$ cat src/rtl/lsu_initiator.sv
// Load/store initiator between the execute stage and a byte-addressed data RAM.
// Aligned requests take one RAM cycle; misaligned halves/words become byte sequences.
module lsu_initiator #(
    parameter bit SPLIT_MISALIGNED = 1'b1
) (
    input  logic        clk,
    input  logic        rst,
    input  logic        req_valid,
    output logic        req_ready,
    input  logic        req_load,
    input  logic        req_store,
    input  logic [2:0]  req_access,
    input  logic [31:0] req_addr,
    input  logic [31:0] req_wdata,
    output logic        resp_valid,
    output logic [31:0] resp_data,
    output logic        resp_err,
    output logic        mem_load,
    output logic        mem_store,
    output logic [2:0]  mem_access,
    output logic [31:0] mem_addr,
    output logic [31:0] mem_data_in,
    input  logic [31:0] mem_data_out
);

    localparam logic [2:0] ACC_LB  = 3'b000;
    localparam logic [2:0] ACC_LH  = 3'b001;
    localparam logic [2:0] ACC_LW  = 3'b010;
    localparam logic [2:0] ACC_LBU = 3'b100;
    localparam logic [2:0] ACC_LHU = 3'b101;

    typedef enum logic [1:0] {IDLE, ISSUE, SPLIT, RESP} state_t;

    state_t      state;
    logic        lat_load;
    logic        lat_store;
    logic [2:0]  lat_access;
    logic [31:0] lat_addr;
    logic [31:0] lat_wdata;
    logic [1:0]  idx;
    logic [31:0] asm_data;

    logic        req_bad;
    logic        req_mis;
    logic        split_last;
    logic [1:0]  idx_next;
    logic [31:0] addr_next;
    logic [31:0] wdata_next;
    logic [31:0] asm_next;

    // Half/word results assembled from byte reads need their own extension.
    function automatic logic [31:0] extend_load(input logic [2:0] access, input logic [31:0] raw);
        logic signed [15:0] half;
        half = raw[15:0];
        case (access)
            ACC_LH:  return 32'(half);
            ACC_LHU: return {16'd0, raw[15:0]};
            default: return raw;
        endcase
    endfunction

    assign req_ready = (state == IDLE);

    always_comb begin
        req_bad = 1'b0;
        req_mis = 1'b0;
        if (req_load == req_store)
            req_bad = 1'b1;
        else if (req_load)
            req_bad = !(req_access inside {ACC_LB, ACC_LH, ACC_LW, ACC_LBU, ACC_LHU});
        else
            req_bad = !(req_access inside {ACC_LB, ACC_LH, ACC_LW});
        case (req_access[1:0])
            2'b01:   req_mis = req_addr[0];
            2'b10:   req_mis = |req_addr[1:0];
            default: req_mis = 1'b0;
        endcase
    end

    always_comb begin
        split_last = lat_access[1] ? (idx == 2'd3) : (idx == 2'd1);
        idx_next   = idx + 2'd1;
        addr_next  = lat_addr + {30'd0, idx_next};
        wdata_next = lat_wdata >> {idx_next, 3'b000};
        asm_next   = asm_data;
        asm_next[{idx, 3'b000} +: 8] = mem_data_out[7:0];
    end

    always_ff @(posedge clk) begin
        if (rst) begin
            state       <= IDLE;
            lat_load    <= 1'b0;
            lat_store   <= 1'b0;
            lat_access  <= 3'd0;
            lat_addr    <= 32'd0;
            lat_wdata   <= 32'd0;
            idx         <= 2'd0;
            asm_data    <= 32'd0;
            resp_valid  <= 1'b0;
            resp_data   <= 32'd0;
            resp_err    <= 1'b0;
            mem_load    <= 1'b0;
            mem_store   <= 1'b0;
            mem_access  <= 3'd0;
            mem_addr    <= 32'd0;
            mem_data_in <= 32'd0;
        end else begin
            case (state)
                IDLE: begin
                    resp_valid <= 1'b0;
                    if (req_valid) begin
                        lat_load   <= req_load;
                        lat_store  <= req_store;
                        lat_access <= req_access;
                        lat_addr   <= req_addr;
                        lat_wdata  <= req_wdata;
                        idx        <= 2'd0;
                        asm_data   <= 32'd0;
                        if (req_bad || (req_mis && !SPLIT_MISALIGNED)) begin
                            state      <= RESP;
                            resp_valid <= 1'b1;
                            resp_err   <= 1'b1;
                            resp_data  <= 32'd0;
                        end else if (req_mis) begin
                            state       <= SPLIT;
                            mem_load    <= req_load;
                            mem_store   <= req_store;
                            mem_access  <= req_store ? ACC_LB : ACC_LBU;
                            mem_addr    <= req_addr;
                            mem_data_in <= req_store ? req_wdata : 32'd0;
                        end else begin
                            state       <= ISSUE;
                            mem_load    <= req_load;
                            mem_store   <= req_store;
                            mem_access  <= req_access;
                            mem_addr    <= req_addr;
                            mem_data_in <= req_wdata;
                        end
                    end
                end
                ISSUE: begin
                    // RAM read is combinational, so the word is captured at the end of the strobe cycle.
                    mem_load    <= 1'b0;
                    mem_store   <= 1'b0;
                    mem_access  <= 3'd0;
                    mem_addr    <= 32'd0;
                    mem_data_in <= 32'd0;
                    resp_data   <= lat_load ? mem_data_out : 32'd0;
                    resp_err    <= 1'b0;
                    resp_valid  <= 1'b1;
                    state       <= RESP;
                end
                SPLIT: begin
                    asm_data <= asm_next;
                    if (split_last) begin
                        mem_load    <= 1'b0;
                        mem_store   <= 1'b0;
                        mem_access  <= 3'd0;
                        mem_addr    <= 32'd0;
                        mem_data_in <= 32'd0;
                        resp_data   <= lat_load ? extend_load(lat_access, asm_next) : 32'd0;
                        resp_err    <= 1'b0;
                        resp_valid  <= 1'b1;
                        state       <= RESP;
                    end else begin
                        idx         <= idx_next;
                        mem_addr    <= addr_next;
                        mem_data_in <= lat_store ? wdata_next : 32'd0;
                    end
                end
                RESP: begin
                    resp_valid <= 1'b0;
                    state      <= IDLE;
                end
                default: state <= IDLE;
            endcase
        end
    end

endmodule

$ cat config.mk
export PLATFORM = sky130hd
export DESIGN_NAME = lsu_initiator
export DESIGN_NICKNAME = d
export VERILOG_FILES = /design/src/rtl/lsu_initiator.sv
export SDC_FILE = /design/constraint.sdc
export NUM_CORES = 1
export LEC_CHECK = 0
export CORE_AREA = 5 5 235 123
export CTS_BUF_LIST = sky130_fd_sc_hd__clkbuf_4
export DETAILED_ROUTE_END_ITERATION = 10
export DIE_AREA = 0 0 240 128
export PLACE_DENSITY = 0.74
export SYNTH_ARGS = -nofsm -noshare
export SYNTH_HDL_FRONTEND = slang
export SYNTH_SLANG_ARGS = --single-unit
$ cat constraint.sdc
create_clock -name clk -period 7.5 [get_ports clk]
set_input_delay 1.5 -clock clk [delete_from_list [all_inputs] [get_ports clk]]
set_output_delay 1.5 -clock clk [all_outputs]
set_load 0.01 [all_outputs]
# == After elaboration in Yosys (flattened, before gate mapping) ==
# Cells that the tools add are included.
# Widths: inputs -> output; s select.
# op_classes
eq_ne,19
addsub,3
shifts,3
n_reduce_logical,16
mux,53
# ops
operator,n
$mux 32,15
$pmux 32 s3,3
$pmux 32 s2,2
$add 32x2->32,1
$bwmux 32,1
$shift 8x7->32 const A,1
$shiftx 8x7->32,1
$shr 32x5->32,1
$mux 3,5
$mux 1,13
$mux 2,6
$eq 3x3->1 const B,3
$pmux 1 s3,3
$pmux 3 s3,1
$eq 2x2->1 const B,4
$ne 2x2->1 const B,4
$pmux 2 s4,1
$reduce_and 4->1,2
$neg 5->7,1
$eq 2x1->1 const B,3
$eq 3x1->1 const B,2
$reduce_and 2->1,3
$reduce_and 3->1,2
$reduce_bool 3->1,2
other kinds (13),14
# word_totals
elab_cells,110
ff_bits,208
output_inout_bits,104

# == Longest topological paths before layout ==
# Gate-level depths: netlist of run 1.
# depth
depth_word,8
depth_mapped,11
ltp_nobuf,9

# == Least setup slack after synthesis of run 1 ==
# No wires, ideal clock.
# synth_timing
path_kind,register to register
from,register idx[0]
to,register mem_addr[20]
t_arrival_ns,3.242
setup_ns,0.137
path_buffers,2
synth_period_minus_slack_ns,3.379
t_required_ns,7.363
path_slack_ns,4.121
stages_incl_launch_ff,12
cell_sequence,dfxtp_1 > clkinv_1 > ha_1 > buf_2 > inv_1 > fa_1 > nand4b_1 > or4_4 > buf_6 > o311a_1 > a221oi_2 > a211oi_1
# synth_between
elab_chain_len,4
# synth_lines
item,line,rtl
start: declaration,40,logic [1:0] idx;
start signal: assignment,166,idx <= idx_next;
"$add 2x1->2, or another cell as far along",82,idx_next = idx + 2'd1;
$add 32x2->32 / $mux 1 (equally long branches),"83, 81",
$mux 32 (*),155,if (split_last) begin
$pmux 32 s3 (*),108,case (state)
end signal: assignment,129,mem_addr <= req_addr;
end signal: assignment,136,mem_addr <= req_addr;
end signal: assignment,167,mem_addr <= addr_next;
end: declaration,21,"output logic [31:0] mem_addr,"
# Every way passes the cells marked *; elsewhere a longest branch is shown, timed or not.
# A chain may end at the register's enable or synchronous reset.

# == Final worst setup path of run 1 ==
# Ends and elaborated chain as after synthesis.

==> implementation parameters, run 1 <==
Parameter                              Value

Global routing
  Initial antenna violation count ... 3
  Global-route wire length before repair ... 55.4 mm
  Leftover overflow at the end of global routing ... 0
  Overall Global Routing Usage ... 22.2%
  Largest net degree at the start of global routing ... 108
  Via count of the first global-routing pass ... 9,987

CTS
  Buffers from clock root to sink, at most ... 3
  Library cell used as clock root buffer ... clkbuf_4
  Number of hold buffers added after cts ... 0
  Clock transition at the registers of the reported paths ... 0.07 ns
  Post-CTS Repair Setup Buffers ... 0
  Clock insertion delay at the later pin of the skew report ... 0.69 ns
  Clock buffer count from CTS ... 49
  CTS sink cnt ... 208
  Resize count post-CTS ... 0
  TritonCTS clock tree ... built
  Htree depth ... 2

Floorplanning
  CORE AREA ... 26,800 um2
  IO Count ... 208
  Die W ... 240 um
  Initial core utilization ... 38.1%
  Area of the die ... 30,700 um2
  Vertical die dimension ... 128 um
  Standard-cell row count ... 43

Timing
  Max_slew headroom ... 11.2%
  Final worst path period need ... 4.98 ns
  Period utilisation layout ... 66.4%
  Setup total negative slack ... 0 ns
  Tightest Pin Transition ... 1.32 ns
  Count of final max-slew check failures ... 0
  Setup skew after layout ... 0.0448 ns
  Hold Vio Cnt, Final ... 0
  Final setup vio count ... 0
  Fmax ... 201 MHz
  Setup repair after global routing missed its margin ... false
  Final worst slack ... 2.52 ns

Placed design
  IO Port Bufs ... 207
  RD Place Congestion ... 0.856
  Placement Cell Area ... 12,400 um2
  Placed Instances ... 1,732
  Total half-perimeter wirelength after legalization and detailed placement ... 24.6 mm
  Worst slack, placed ... 2.64 ns

Job
  Max Cap Viol ... 0

Drt
  First-iteration detailed-routing DRC count ... 1,009
  Wirelength per Cell ... 19.6 um
  1st-pass router iterations ... 6
  ANT nets after route ... 0
  Final WL ... 35.5 mm
  Residual DRC count ... 0
  Via density per instance ... 5.78
  Total via count after detailed routing ... 10,500

Worst setup path
  Worst Path Max Fanout ... 51
  Crit path launch type ... flip-flop
  Category of the worst setup path capture point ... flip-flop
  Critical-path top delay cell ... dfxtp_2
  Worst Path Required ... 8.00 ns
  Worst Path Class, Setup ... reg2reg
  Arrival @ worst endpoint ... 5.48 ns
  Critical Path, Cell by Cell ... clkinv_1 > ha_1 > buf_4 > inv_1 > fa_1 > nand4b_1 > or4_4 > o311a_1 > a221oi_2 > a211oi_1
  Worst Reg2Reg Path Length in Cells ... 10
  Maximum single-stage delay on the critical path ... 0.98 ns

Cells and area
  Area of all placed cells without fillers ... 13,000 um2
  # fillers ... 2,585
  Area added between synthesis and finish ... 27.1%
  Non-filler cells, final ... 1,816
  Layout net count ... 1,543
  Share of cells above drive strength 1 ... 8.67%

Synthesis
  Combined area of all synthesized cells ... 10,200 um2
  Share of synthesized flip-flops with an asynchronous set or reset ... 0%
  Count of flip-flops with a built-in enable after synthesis ... 0
  Cells after Synth ... 1,266
  Most frequently used flop master after synthesis ... dfxtp_1
  Post-Syn Area per Cell ... 8.07 um2
  Synth cell count leaders ... 208 x dfxtp_1, 202 x a21oi_1, 192 x nand2_1, 83 x clkbuf_1, 73 x nor2_1
  Post-Syn Nets ... 1,386
  Count of cell types in the netlist ... 66
  Total of warnings raised by yosys ... 0
  Largest area contributor in the netlist ... dfxtp_1
  Share of the synthesized area in the top cell type ... 40.7%
  Number of flip-flops and latches in the synthesized netlist ... 208
  Seq/Total Area, Yosys ... 40.7%
  Library cell with the highest instance count after synthesis ... dfxtp_1
  Top area cells in the synthesized netlist ... dfxtp_1 41%, a21oi_1 9.9%, nand2_1 7.1%, a22oi_1 4.4%, a211oi_1 4.3%

Power and ir drop
  Power density relative to cell area ... 340 nW/um2
  Peak supply drop ... 202 uV
  Leakage dissipation ... 4.40 nW

Hold path
  Number of instances on the worst hold path ... 2
  Class of the most critical hold timing path ... reg2reg

Run status
  Result of the run ... finished clean
[power by group]
part,internal [mW],leakage (nW),total (mW),switching [mW]
clock network,0.441,0.352,0.905,0.465
logic,0.795,2.35,1.95,1.16
registers,1.35,1.70,1.57,0.211
total,2.59,4.40,4.42,1.83
[stage by stage]
stage	total power [mW]	hold WS, ns	util [%]
after floorplan	2.70	0.432	-
after global placement	3.48	0.436	46.2
after detailed placement	3.52	0.442	46.2
after CTS	4.43	0.451	48.3
after global routing	4.70	0.472	48.4
final	4.42	0.450	48.4
[logic make-up (layout without fill, tap and decap cells)]
logic type               count (synthesis)  count (layout)  share of synthesized area (%)
adder cells (fa/ha/maj)                 16              16                           2.03
buffers and inverters                  139             326                           5.72
AO/OA/AOI/OAI                          468             468                           29.7
multiplexers                            26              26                           2.66
flip-flops                             208             208                           40.7
other                                    0               3                              0
AND/OR/NAND/NOR                        393             393                           17.8
XOR/XNOR                                16              16                           1.37
[routing by layer]
metal	vias to the layer above	share of wire (%)	routed length, um	GRT usage [%]
met5	-	0	0	0
met4	0	2.1	736	6.17
met3	55	9.3	3310	6.08
met2	486	42	14800	32.0
met1	4993	47	16600	32.5
li1	4959	-	-	-
[flip-flops by register name, indices dropped and copies added (netlist names)]
register     count
mem_data_in     32
mem_store        1
lat_store        1
lat_addr        32
resp_valid       1
mem_load         1
resp_err         1
lat_load         1
lat_access       3
mem_addr        32
mem_access       3
lat_wdata       32
state            2
idx              2
resp_data       32
asm_data        32
[layout by cell type (no fill, tap or decap), drive strengths merged, types with 8 or more instances in the layout]
cell	count
a21o	10
a22o	19
ha	15
nand4	11
a21oi	203
mux2	9
inv	24
clkbuf	73
mux2i	17
a22oi	60
nor3b	8
clkdlybuf4s50	206
o21ai	46
nor2	73
dfxtp	208
nor3	30
nand3	26
buf	13
nor2b	12
clkinv	9
a221oi	17
a311oi	17
nor4	12
a32o	9
nand2	192
xor2	11
a211oi	58
[final cells by class]
cell class	count	area, um2	share of cell area (%)
antenna	3	7.51	0.0578
inverter	26	97.6	0.752
clock inverter	8	33.8	0.260
multi-input combinational	919	5520	42.5
timing repair buffer	219	2160	16.7
clock buffer	73	548	4.22
sequential	208	4170	32.1
tap	360	450	3.47
[final timing paths]
check | startpoint | end | slack, ns
setup reg to reg | idx[0] | mem_addr[20] | 2.52
hold / removal | lat_access[0] | lat_access[0] | 0.45
setup / recovery | idx[0] | mem_addr[20] | 2.52
hold reg to reg | lat_access[0] | lat_access[0] | 0.45
[critical path, delay by kind of cell (launching register included)]
family          cells  cell delay (ns)
buf+inv             3             1.21
simple gates        2             1.03
flops               1             0.98
fa+ha+maj           2             0.94
compound gates      3             0.61
(Power assumes the default switching activity.)
==> run 2, diff against run 1 <==
Clock period 7.5 ns to 5.1 ns, I/O delays scaled along.
==> run 2 against run 1 <==
Against the previous run:
- clock-buffer cell count did not move
- via count up 0.80%
- clock power up 59%
- critical path depth shrank 1
- non-clock buffer count is 3 higher
- utilization grew 0.33 points
- first-iteration DRC count up 29%
- cell count grew 0.55%
- sequential cell count is the same
- worst setup slack worse by 0.95 ns
- global-route usage grew 0.094 points
- critical path type unchanged
==> implementation parameters, run 2 (synthesis results as in run 1) <==
Parameter                              Value

Run status
  Result of the run ... finished clean

Timing
  Setup skew after layout ... 0.0748 ns (+0.0300 ns)
  Tightest Pin Transition ... 1.00 ns (-0.318 ns)
  Fmax ... 283 MHz (+41%)
  Setup repair after global routing missed its margin ... false
  Setup total negative slack ... 0 ns (unchanged)
  Max_slew headroom ... 32.6% (+21 points)
  Count of final max-slew check failures ... 0 (unchanged)
  Final setup vio count ... 0 (unchanged)
  Period utilisation layout ... 69.3% (+2.9 points)
  Final worst path period need ... 3.53 ns (-1.45 ns)
  Worst hold slack ... 0.456 ns (+0.00519 ns)
  Hold Vio Cnt, Final ... 0 (unchanged)

Drt
  First-iteration detailed-routing DRC count ... 1,299 (+29%)
  1st-pass router iterations ... 5 (-1)
  Via density per instance ... 5.79 (+0.25%)
  Residual DRC count ... 0 (unchanged)
  Wirelength per Cell ... 19.7 um (+0.96%)
  Total via count after detailed routing ... 10,600 (+0.80%)
  ANT nets after route ... 0 (unchanged)
  Final WL ... 36.1 mm (+1.5%)

Placed design
  IO Port Bufs ... 207 (unchanged)
  Total half-perimeter wirelength after legalization and detailed placement ... 24.7 mm (+0.35%)
  RD Place Congestion ... 0.872 (+1.9%)

CTS
  Clock transition at the registers of the reported paths ... 0.08 ns (about the same)
  Library cell used as clock root buffer ... clkbuf_4
  Htree depth ... 2 (unchanged)
  Buffers from clock root to sink, at most ... 3 (unchanged)
  Clock insertion delay at the later pin of the skew report ... 0.73 ns (+0.04 ns)
  TritonCTS clock tree ... built
  Post-CTS Repair Setup Buffers ... 0 (unchanged)
  Resize count post-CTS ... 0 (unchanged)
  Number of hold buffers added after cts ... 0 (unchanged)
  Clock buffer count from CTS ... 50 (+2.0%)
  CTS sink cnt ... 208 (unchanged)

Floorplanning
  IO Count ... 208 (unchanged)
  CORE AREA ... 26,800 um2 (unchanged)
  Die W ... 240 um (unchanged)
  Area of the die ... 30,700 um2 (unchanged)
  Initial core utilization ... 38.1% (unchanged)
  Vertical die dimension ... 128 um (unchanged)
  Standard-cell row count ... 43 (unchanged)

Worst setup path
  Worst Path Max Fanout ... 40 (-22%)
  Category of the worst setup path capture point ... flip-flop
  Worst Path Required ... 5.68 ns (-2.32 ns)
  Arrival @ worst endpoint ... 4.11 ns (-1.37 ns)
  Worst Path Class, Setup ... reg2reg
  Crit path launch type ... flip-flop

Power and ir drop
  Power density relative to cell area ... 506 nW/um2 (+49%)
  Post-route total power ... 6.61 mW (+50%)
  Peak supply drop ... 233 uV (+15%)
  Leakage dissipation ... 4.44 nW (+1.0%)

Cells and area
  Layout net count ... 1,547 (+0.26%)
  Area added between synthesis and finish ... 27.9%
  Area used by sequential logic in the layout ... 4170 um2 (unchanged)
  Multi-input logic area ... 5510 um2 (-0.16%)
  Final Util ... 48.7% (+0.33 points)
  Share of cells above drive strength 1 ... 9.02% (+0.34 points)
  # fillers ... 2,566 (-0.74%)
  Most common library cell in the layout ignoring fill and taps ... dfxtp_1
  Commonest cells after routing, fill and taps aside ... 207 x dfxtp_1, 206 x clkdlybuf4s50_1, 201 x a21oi_1

Global routing
  Global-route wire length before repair ... 55.6 mm (+0.34%)
  Leftover overflow at the end of global routing ... 0 (unchanged)
  Overall Global Routing Usage ... 22.3% (+0.094 points)
  Largest net degree at the start of global routing ... 96 (-11%)
  Via count of the first global-routing pass ... 9,822 (-1.7%)
  Initial antenna violation count ... 2 (-1)

Job
  Max Cap Viol ... 0 (unchanged)

Hold path
  Class of the most critical hold timing path ... reg2reg
## run 2: where the power goes
part           switching [mW]  internal, mW  total, mW
Combinational            1.75          1.17       2.92
Sequential              0.272          1.99       2.26
Clock                   0.727         0.708       1.44
Total                    2.74          3.87       6.61
## run 2: layout make-up
cell class | count | share of cell area, %
multi-input combinational | 919 | 42.2
sequential | 208 | 31.9
timing repair buffer | 222 | 16.8
clock buffer | 73 | 4.19
tap | 360 | 3.45
clock inverter | 16 | 0.746
inverter | 26 | 0.746
antenna | 2 | 0.0383
## run 2: final timing paths
check | cells past startpoint | startpoint | slack [ns] | end
setup / recovery | 9 | idx[0] | 1.57 | mem_addr[31]
hold / removal | 2 | lat_wdata[0] | 0.46 | lat_wdata[0]
setup reg to reg | 9 | idx[0] | 1.57 | mem_addr[31]
hold reg to reg | 2 | lat_wdata[0] | 0.46 | lat_wdata[0]
## run 2: per-stage QoR
| step | instance area [um2] | instances | setup slack, ns |
|---|---|---|---|
| after floorplan | 10200 | 1266 | 1.72 |
| after global placement | 12400 | 1735 | 1.34 |
| after detailed placement | 12400 | 1735 | 1.28 |
| after CTS | 13100 | 1824 | 1.57 |
| after global routing | 13100 | 1826 | 1.27 |
| final | 13100 | 1826 | 1.57 |
## run 2: critical path, cell delays in order (launching register included)
cell	delay, ns
dfxtp_2	0.33
clkinv_1	0.29
ha_1	0.43
buf_4	0.45
ha_1	0.20
a21oi_1	0.18
nor4_1	0.90
and4_1	0.31
o21ai_0	0.08
a311oi_1	0.27
## run 2: metal layers
| layer | wire length (um) | vias to the layer above | track usage (%) |
|---|---|---|---|
| li1 | - | 4959 | - |
| met1 | 17200 | 5086 | 33.5 |
| met2 | 14900 | 476 | 31.6 |
| met3 | 3240 | 56 | 5.78 |
| met4 | 676 | 0 | 5.67 |
| met5 | 0 | - | 0 |
==> run 3, diff against run 2 <==
Clock period 5.1 ns to 3.3 ns, I/O delays scaled along.
==> run 3 against run 2 <==
Against the previous run:
- hold slack got worse by 0.13 ns
- worst setup slack got worse by 1.2 ns
- largest power group unchanged
- highest routed layer is now met5
- critical path type unchanged
- critical endpoint is now mem_addr[28]
- cell count rose by 1.0%
==> implementation parameters, run 3 (synthesis results as in run 1) <==
Parameter                              Value

Drt
  Residual DRC count ... 0 (unchanged)
  Total via count after detailed routing ... 10,700 (+0.70%)
  Final WL ... 35.7 mm (-1.0%)
  Wirelength per Cell ... 19.3 um (-2.0%)
  Via density per instance ... 5.77 (-0.34%)
  ANT nets after route ... 0 (unchanged)
  First-iteration detailed-routing DRC count ... 1,229 (-5.4%)
  1st-pass router iterations ... 5 (unchanged)

Cells and area
  Area added between synthesis and finish ... 29.7%
  Antenna diode count ... 0 (-2)
  Commonest cells after routing, fill and taps aside ... 207 x dfxtp_1, 206 x clkdlybuf4s50_1, 201 x a21oi_1
  Multi-input logic area ... 5510 um2 (-0.11%)
  Non-filler cells, final ... 1,845 (+1.0%)
  # fillers ... 2,574 (+0.31%)
  Share of cells above drive strength 1 ... 9.76% (+0.75 points)
  Layout net count ... 1,566 (+1.2%)
  Area used by sequential logic in the layout ... 4170 um2 (unchanged)
  Final Util ... 49.4% (+0.67 points)
  Most common library cell in the layout ignoring fill and taps ... dfxtp_1

Timing
  Tightest Pin Transition ... 1.32 ns (+0.321 ns)
  Hold Vio Cnt, Final ... 0 (unchanged)
  Setup repair after global routing missed its margin ... false
  Final worst slack ... 0.386 ns (-1.18 ns)
  Period utilisation layout ... 88.3% (+19 points)
  Count of final max-slew check failures ... 0 (unchanged)
  Worst hold slack ... 0.330 ns (-0.126 ns)
  Final setup vio count ... 0 (unchanged)
  Fmax ... 343 MHz (+21%)
  Setup skew after layout ... 0.0582 ns (-0.0166 ns)
  Setup total negative slack ... 0 ns (unchanged)
  Final worst path period need ... 2.91 ns (-0.619 ns)
  Max_slew headroom ... 10.6% (-22 points)

Worst setup path
  Critical Path, Cell by Cell ... inv_1 > ha_1 > inv_1 > fa_1 > nand4b_1 > or4_4 > nor4b_2 > o21ai_0 > a311oi_1
  Arrival @ worst endpoint ... 3.53 ns (-0.58 ns)
  Worst Path Class, Setup ... reg2reg
  Worst Path Required ... 3.92 ns (-1.76 ns)
  Worst Reg2Reg Path Length in Cells ... 9 (unchanged)
  Reg2Reg Launch Point ... idx[1]
  Maximum single-stage delay on the critical path ... 0.54 ns (-0.36 ns)
  Critical-path top delay cell ... or4_4
  Worst Path Max Fanout ... 11 (-73%)
  Crit path launch type ... flip-flop
  Startpoint of the worst setup timing path ... idx[1]
  Reg-to-reg critical path endpoint ... mem_addr[28]
  Category of the worst setup path capture point ... flip-flop
  Critical Path Most Common Cell ... inv_1
  Worst setup slack for register-to-register paths ... 0.39 ns (-1.18 ns)

CTS
  Clock insertion delay at the later pin of the skew report ... 0.72 ns (about the same)
  TritonCTS clock tree ... built
  Library cell used as clock root buffer ... clkbuf_4
  Clock buffer count from CTS ... 50 (unchanged)
  Number of hold buffers added after cts ... 0 (unchanged)
  Clock transition at the registers of the reported paths ... 0.07 ns (about the same)
  Resize count post-CTS ... 0 (unchanged)
  CTS sink cnt ... 208 (unchanged)
  Htree depth ... 2 (unchanged)
  Buffers from clock root to sink, at most ... 3 (unchanged)
  Post-CTS Repair Setup Buffers ... 0 (unchanged)

Placed design
  IO Port Bufs ... 207 (unchanged)
  Placed Instances ... 1,754 (+1.1%)
  Worst slack, placed ... 0.0580 ns (-1.22 ns)
  RD Place Congestion ... 0.869 (-0.38%)
  Total half-perimeter wirelength after legalization and detailed placement ... 24.5 mm (-0.52%)

Hold path
  Class of the most critical hold timing path ... in2reg
  Number of instances on the worst hold path ... 2 (unchanged)
  End point of the most critical hold path ... lat_wdata[13]
  Beginning of the worst hold path ... rst

Floorplanning
  CORE AREA ... 26,800 um2 (unchanged)
  Vertical die dimension ... 128 um (unchanged)
  Standard-cell row count ... 43 (unchanged)
  Area of the die ... 30,700 um2 (unchanged)
  Die W ... 240 um (unchanged)
  Initial core utilization ... 38.1% (unchanged)
  IO Count ... 208 (unchanged)

Job
  Max Cap Viol ... 0 (unchanged)

Run status
  Result of the run ... finished clean

Global routing
  Via count of the first global-routing pass ... 9,784 (-0.39%)
  Initial antenna violation count ... 1 (-1)
  Overall Global Routing Usage ... 22.1% (-0.19 points)
  Largest net degree at the start of global routing ... 146 (+52%)
  Global-route wire length before repair ... 55.2 mm (-0.83%)
  Leftover overflow at the end of global routing ... 0 (unchanged)

Power and ir drop
  Leakage dissipation ... 4.54 nW (+2.3%)
  Power density relative to cell area ... 777 nW/um2 (+54%)
  Peak supply drop ... 351 uV (+51%)
-- run 3: metal layers --
layer  vias up  part of all wire (%)  routed length [um]  GRT usage [%]
met5         -                 0.048                  17              0
met1      5110                    47               16900           33.4
met4         2                   1.7                 606           5.20
li1       5007                     -                   -              -
met2       479                    42               15000           31.7
met3        53                   8.9                3160           5.25
-- run 3: per-stage QoR --
stage	area [um2]	power (mW)
global route	13300	11.0
detailed placement	12600	8.17
finish	13300	10.3
global placement	12600	8.07
CTS	13300	10.4
floorplan	10200	6.14
-- run 3: worst max-delay path by stage --
stage / cells after the start / slack, ns / end
3_3_place_gp: 8 / 0.18 / resp_err
6_report: 9 / 0.39 / mem_addr[28]
4_1_cts: 3 / 0.35 / req_ready
2_1_floorplan: 11 / 0.06 / mem_addr[20]
5_1_grt: 11 / 0.21 / mem_addr[26]
3_5_place_dp: 8 / 0.06 / resp_data[4]
-- run 3: worst max-delay path: cells and delay by family, from the launching register on --
family | cells | cell delay (ns)
adders and majority gates | 2 | 0.78
AOI/OAI and AO/OA | 2 | 0.46
and+or+nand+nor | 3 | 1.06
DFF | 1 | 0.33
buffers and inverters | 2 | 0.18
-- run 3: power by group --
| part | internal, mW | switching [mW] | total (mW) |
|---|---|---|---|
| clock network | 1.03 | 1.11 | 2.14 |
| registers | 3.08 | 0.407 | 3.48 |
| logic | 1.95 | 2.73 | 4.68 |
| total | 6.06 | 4.25 | 10.3 |
-- run 3: area by class of cell --
| cell class | count | area share, % |
|---|---|---|
| clock buffer | 67 | 3.79 |
| clock inverter | 24 | 0.963 |
| inverter | 26 | 0.746 |
| multi-input combinational | 919 | 41.5 |
| sequential | 208 | 31.4 |
| tap | 360 | 3.40 |
| timing repair buffer | 241 | 18.1 |
